--- src/rtl/riva_pkg.sv ---
// Shared RIVA matrix-LSU types: response record, tracker entry and merger FSM states.
package riva_pkg;

   localparam int unsigned MLSU_REQ_ID_W = 8;
   localparam int unsigned MLEN_W        = 4;

   typedef struct packed {
      logic [MLSU_REQ_ID_W-1:0] reqId;
      logic                     isLoad;
      logic                     err;
   } mlsu_resp_t;

   typedef struct packed {
      logic [MLSU_REQ_ID_W-1:0] req_id;
      logic [MLEN_W-1:0]        tile;
      logic                     is_load;
   } mlsu_trk_entry_t;

   typedef enum logic {
      S_IDLE    = 1'b0,
      S_COLLECT = 1'b1
   } mlsu_mrg_state_e;

endpackage

--- src/rtl/mlsu_resp_merger_fifo.sv ---
// Synchronous tracker FIFO of split-request entries; push and pop may coincide.
module SyncFifo
   import riva_pkg::*;
#(
   parameter int unsigned DEPTH = 4
) (
   input  logic            clk_i,
   input  logic            rst_i,
   input  logic            push_i,
   input  mlsu_trk_entry_t data_i,
   input  logic            pop_i,
   output mlsu_trk_entry_t data_o,
   output logic            full_o,
   output logic            empty_o,
   output logic            single_o
);

   localparam int unsigned PTR_W = (DEPTH > 1) ? $clog2(DEPTH) : 1;
   localparam int unsigned CNT_W = $clog2(DEPTH + 1);

   mlsu_trk_entry_t  mem_r [DEPTH];
   logic [PTR_W-1:0] wr_ptr_r;
   logic [PTR_W-1:0] rd_ptr_r;
   logic [CNT_W-1:0] count_r;
   logic             push_ok_s;
   logic             pop_ok_s;

   function automatic logic [PTR_W-1:0] ptr_next(input logic [PTR_W-1:0] ptr);
      if (ptr == PTR_W'(DEPTH - 1)) begin
         return {PTR_W{1'b0}};
      end else begin
         return ptr + PTR_W'(1'b1);
      end
   endfunction

   assign full_o    = (count_r == CNT_W'(DEPTH));
   assign empty_o   = (count_r == {CNT_W{1'b0}});
   assign single_o  = (count_r == CNT_W'(1'b1));
   assign push_ok_s = push_i && !full_o;
   assign pop_ok_s  = pop_i && !empty_o;
   assign data_o    = mem_r[rd_ptr_r];

   // Entry storage: data needs no reset, validity lives in count_r.
   always_ff @(posedge clk_i) begin
      if (push_ok_s) begin
         mem_r[wr_ptr_r] <= data_i;
      end
   end

   // Pointers and occupancy.
   always_ff @(posedge clk_i) begin
      if (rst_i) begin
         wr_ptr_r <= {PTR_W{1'b0}};
         rd_ptr_r <= {PTR_W{1'b0}};
         count_r  <= {CNT_W{1'b0}};
      end else begin
         if (push_ok_s) begin
            wr_ptr_r <= ptr_next(wr_ptr_r);
         end
         if (pop_ok_s) begin
            rd_ptr_r <= ptr_next(rd_ptr_r);
         end
         case ({push_ok_s, pop_ok_s})
            2'b10:   count_r <= count_r + CNT_W'(1'b1);
            2'b01:   count_r <= count_r - CNT_W'(1'b1);
            default: count_r <= count_r;
         endcase
      end
   end

endmodule

--- src/rtl/mlsu_resp_merger.sv ---
// Merges per-tile MLSU completions back into one in-order response per original request.
module mlsu_resp_merger
   import riva_pkg::*;
#(
   parameter int unsigned DEPTH  = 4,
   parameter int unsigned ID_W   = MLSU_REQ_ID_W,
   parameter int unsigned TILE_W = MLEN_W
) (
   input  logic              clk_i,
   input  logic              rst_i,
   input  logic              alloc_valid_i,
   output logic              alloc_ready_o,
   input  logic [ID_W-1:0]   alloc_req_id_i,
   input  logic [TILE_W-1:0] alloc_tile_i,
   input  logic              alloc_is_load_i,
   input  logic              cpl_valid_i,
   output logic              cpl_ready_o,
   input  logic              cpl_err_i,
   output logic              resp_valid_o,
   input  logic              resp_ready_i,
   output logic [ID_W-1:0]   resp_req_id_o,
   output logic              resp_is_load_o,
   output logic              resp_err_o
);

   mlsu_mrg_state_e   state_r, state_s;
   logic [TILE_W-1:0] cnt_r;
   logic              err_r;
   mlsu_resp_t        resp_r;
   logic              resp_valid_r;

   mlsu_trk_entry_t   alloc_entry_s;
   mlsu_trk_entry_t   head_s;
   logic              fifo_full_s, fifo_empty_s, fifo_single_s;
   logic              push_s, cpl_ready_s, cpl_fire_s, last_s;
   logic [TILE_W:0]   cnt_inc_s;

   // A zero tile count is illegal upstream; it is tracked as a single tile.
   function automatic logic [TILE_W-1:0] eff_tile(input logic [TILE_W-1:0] tile);
      if (tile == {TILE_W{1'b0}}) begin
         return TILE_W'(1'b1);
      end else begin
         return tile;
      end
   endfunction

   assign push_s                = alloc_valid_i && !fifo_full_s;
   assign alloc_entry_s.req_id  = alloc_req_id_i;
   assign alloc_entry_s.tile    = eff_tile(alloc_tile_i);
   assign alloc_entry_s.is_load = alloc_is_load_i;

   SyncFifo #(.DEPTH(DEPTH)) u_trk_fifo (
      .clk_i    (clk_i),
      .rst_i    (rst_i),
      .push_i   (push_s),
      .data_i   (alloc_entry_s),
      .pop_i    (last_s),
      .data_o   (head_s),
      .full_o   (fifo_full_s),
      .empty_o  (fifo_empty_s),
      .single_o (fifo_single_s)
   );

   // Next state, completion ready and last-completion detect.
   always_comb begin
      state_s     = state_r;
      cpl_ready_s = 1'b0;
      case (state_r)
         S_IDLE: begin
            if (push_s || !fifo_empty_s) begin
               state_s = S_COLLECT;
            end else begin
               state_s = S_IDLE;
            end
         end
         S_COLLECT: begin
            cpl_ready_s = !resp_valid_r || resp_ready_i;
            if (cpl_valid_i && cpl_ready_s && fifo_single_s && !push_s &&
                ({1'b0, cnt_r} + (TILE_W+1)'(1'b1) == {1'b0, head_s.tile})) begin
               state_s = S_IDLE;
            end else begin
               state_s = S_COLLECT;
            end
         end
         default: begin
            state_s = S_IDLE;
         end
      endcase
   end

   // Widened increment so a tile count of all-ones still compares correctly.
   assign cnt_inc_s  = {1'b0, cnt_r} + (TILE_W+1)'(1'b1);
   assign cpl_fire_s = cpl_valid_i && cpl_ready_s;
   assign last_s     = cpl_fire_s && (cnt_inc_s == {1'b0, head_s.tile});

   // FSM state, head completion count and sticky error.
   always_ff @(posedge clk_i) begin
      if (rst_i) begin
         state_r <= S_IDLE;
         cnt_r   <= {TILE_W{1'b0}};
         err_r   <= 1'b0;
      end else begin
         state_r <= state_s;
         if (last_s) begin
            cnt_r <= {TILE_W{1'b0}};
            err_r <= 1'b0;
         end else if (cpl_fire_s) begin
            cnt_r <= cnt_inc_s[TILE_W-1:0];
            err_r <= err_r | cpl_err_i;
         end
      end
   end

   // Response register; a new response may overwrite one leaving in the same cycle.
   always_ff @(posedge clk_i) begin
      if (rst_i) begin
         resp_r       <= '{reqId: {MLSU_REQ_ID_W{1'b0}}, isLoad: 1'b0, err: 1'b0};
         resp_valid_r <= 1'b0;
      end else if (last_s) begin
         resp_r       <= '{reqId: head_s.req_id, isLoad: head_s.is_load, err: err_r | cpl_err_i};
         resp_valid_r <= 1'b1;
      end else if (resp_valid_r && resp_ready_i) begin
         resp_valid_r <= 1'b0;
      end
   end

   assign alloc_ready_o  = !fifo_full_s;
   assign cpl_ready_o    = cpl_ready_s;
   assign resp_valid_o   = resp_valid_r;
   assign resp_req_id_o  = resp_r.reqId;
   assign resp_is_load_o = resp_r.isLoad;
   assign resp_err_o     = resp_r.err;

   a_tile_nonzero: assert property (@(posedge clk_i) disable iff (rst_i)
      !(alloc_valid_i && (alloc_tile_i == {TILE_W{1'b0}})));

   a_cnt_bound: assert property (@(posedge clk_i) disable iff (rst_i)
      (state_r == S_COLLECT) |-> (cnt_r < head_s.tile));

endmodule

--- config.mk ---
export PLATFORM = sky130hd
export DESIGN_NAME = mlsu_resp_merger
export DESIGN_NICKNAME = d
export VERILOG_FILES = /design/src/rtl/riva_pkg.sv /design/src/rtl/mlsu_resp_merger_fifo.sv /design/src/rtl/mlsu_resp_merger.sv
export SDC_FILE = /design/constraint.sdc
export NUM_CORES = 1
export LEC_CHECK = 0
export ABC_CLOCK_PERIOD_IN_PS = 5400
export CAP_MARGIN = 25
export CORE_UTILIZATION = 63
export CTS_BUF_LIST = sky130_fd_sc_hd__clkbuf_4
export DETAILED_ROUTE_END_ITERATION = 10
export PLACE_DENSITY = 0.95
export SETUP_SLACK_MARGIN = 0.05
export SLEW_MARGIN = 5
export SYNTH_ARGS = -nofsm -noshare
export SYNTH_HDL_FRONTEND = slang
export SYNTH_SLANG_ARGS = --single-unit
--- constraint.sdc ---
create_clock -name clk_i -period 5.4 [get_ports clk_i]
set_clock_uncertainty 0.1 [all_clocks]
set_input_delay 0.54 -clock clk_i [delete_from_list [all_inputs] [get_ports clk_i]]
set_output_delay 0.54 -clock clk_i [all_outputs]
set_load 0.02 [all_outputs]
==> impl_metrics.toml <==
[outcome]
status = "finished clean"

[synthesis]
yosys_warnings = 0
yosys.area.top_type = "edfxtp_1"
synth_top_area_share_pct = 47.9
syn-num-nets = 246
synth_area_leaders = "edfxtp_1, dfxtp_1, mux4_2, ha_1, a21bo_2"
syn_avg_cell_area_um2 = 15.1
synth_area_mm2 = 0.00326
synthDistinctLibCells = 36
ys_ff_latch = 78
yosysSeqAreaShare_pct = 63.9
synthCells = 216

[route]
first_pass_iters = 4
drt-total-wl_mm = 5.74
drtIter0Drc = 192
route.antenna.remaining_nets = 0
viasPerCell = 5.90
post_drt_wl_per_cell_um = 18.0
vias = 1883
drcViolationCount = 0

[sta]
setup_tns_ns = 0
max_freq_mhz = 275
finalCriticalPeriod_ns = 3.64
rsz0062_at_grt = "false"
final-setup-viol-count = 0
hold_violations = 0
worstMarginPinSlew_ns = 0.931
slew_viol_final = 0
maxSlewHeadroom_pct = 37.8
finalCritPeriodShare_pct = 67.3

[global_route]
top_usage_layer = "met2"
grt_max_degree = 27
grt_usage_pct = 23.8
grtUsageMet1_pct = 28.3
antenna_found_initial = 0
use_met3_pct = 4.61
grtUsageMet2_pct = 40.3
grt_pass1_vias = 1876
grt_first_pass_wirelength_mm = 9.05
overflow = 0

[die]
placementRows = 25
die_y_um = 73.9
die_w_um = 73.9
die_area_mm2 = 0.00547
start_util_pct = 67.3
coreArea_mm2 = 0.00485
boundaryPins = 32

[clocking]
cts_hold_buf = 0
clk_path_buf_depth = 2
cts_setup_buffers = 0
clock_sinks = 78
insertion_delay_ns = 0.43
cts_tree = "built"
htree_levels = 3
clkTransAtPathRegs_ns = 0.13
cts-resized-gates = 0
cts_inserted_buffers = 9
cts_root_buffer = "clkbuf_4"

[run]
max_cap_viol_count = 0

[cells_and_area]
final-instance-count-excl-fill = 319
n_antenna_cell = 0
nNetsFinal = 277
post-route-util_pct = 77.0
final_common_cell = "edfxtp_1"
syn2layout_area_growth_pct = 14.4
final_cell_mix = "edfxtp_1, clkdlybuf4s50_1, dfxtp_1, a21oi_1, mux4_2"
final_layout_size_suffix_gt1_share_pct = 17.5
finalInstanceArea_mm2 = 0.00373

[pwr]
power_leakage_nw = 1.29
finalPower_mw = 1.10
peakVddDrop_v = 0.000233
power_density_mw_per_mm2 = 294

[placement]
port_buffers = 31
placed_cell_area_mm2 = 0.00360
post-dp-hpwl_mm = 3.96
dp_cells = 303
place.gp.congestion = 0.783

[worst_setup_path]
path_class = "reg -> reg"
cp.arrival_ns = 3.88
cp_max_fo = 23
end_kind = "register"
crit_path_start_kind = "register"
crit_required_ns = 5.65

[worst_hold_path]
hold_path.class = "reg -> reg"
min_from = "u_trk_fifo.rd_ptr_r[1]$_SDFFE_PP0N_"
-- worst max-delay path, cell delays in order (launching register included) --
cell	delay, ns
dfxtp_1	0.89
mux4_2	0.60
xnor3_1	0.21
and2_1	0.62
and3_4	0.35
ha_1	0.28
or3_1	0.36
a21oi_1	0.14
-- cells by family after synthesis --
logic type,share of synthesized area [%]
AO/OA/AOI/OAI,7.87
XOR/XNOR,2.30
adder cells (fa/ha/maj),4.22
buffers and inverters,2.53
flip-flops,63.9
multiplexers,10.7
AND/OR/NAND/NOR,8.56
-- path summary, 6_finish.rpt --
path,endpoint,cells past startpoint,slack (ns)
worst max-delay path,u_trk_fifo.count_r[2]$_SDFFE_PP0P_,7,1.76
worst max register to register,u_trk_fifo.count_r[2]$_SDFFE_PP0P_,7,1.76
worst min-delay path,register,2,0.42
worst min register to register,register,2,0.42
-- cell usage after synthesis (all sizes together) --
cell and n:
nor2b 3, nand2 6, nor3 5, a32o 3, a21bo 9, nand2b 4, xnor2 2, or2 1
xor2 4, buf 6, and3b 1, and3 7, dfxtp 26, clkbuf 6, xnor3 1, mux2i 4
inv 5, nor2 9, or3 1, o21ai 1, nand3 10, and2 4, ha 11, a21oi 16
a311oi 1, nor4b 1, mux2 1, a211oi 3, mux4 13, edfxtp 52
-- final cells by class --
type	instances	area, µm²
inverters	5	18.8
fillers	278	1120
multi-input cells	121	1100
clock buffers	9	67.6
flip-flops and latches	78	2080
clock inverters	7	65.1
repair buffers	32	318
well taps	67	83.8
-- registers in the layout, indices dropped and copies added (netlist names), 2 cells and up, named ones only --
name and cells:
u_trk_fifo.rd_ptr_r 2, u_trk_fifo.count_r 3, u_trk_fifo.wr_ptr_r 2, cnt_r 4
resp_req_id_o 8, u_trk_fifo.mem_r 52
-- power breakdown --
part	switching (mW)	total, mW	leakage (nW)	internal (mW)
Clock	0.223	0.329	0.0714	0.106
Sequential	0.0109	0.671	0.688	0.660
Combinational	0.0533	0.0964	0.535	0.0431
Total	0.287	1.10	1.29	0.810
-- per-layer routing --
layer | up-vias | part of all wire (%)
li1 | 882 | -
met1 | 927 | 42
met2 | 59 | 52
met3 | 15 | 4.2
met4 | 0 | 2.4
met5 | - | 0
-- through the flow --
stage	worst slack [ns]	hold WS (ns)
floorplan	2.86	0.360
global placement	1.83	0.384
detailed placement	1.75	0.396
CTS	1.72	0.421
global route	1.43	0.449
finish	1.76	0.419
Note: power is estimated with default switching activity, not from simulation.
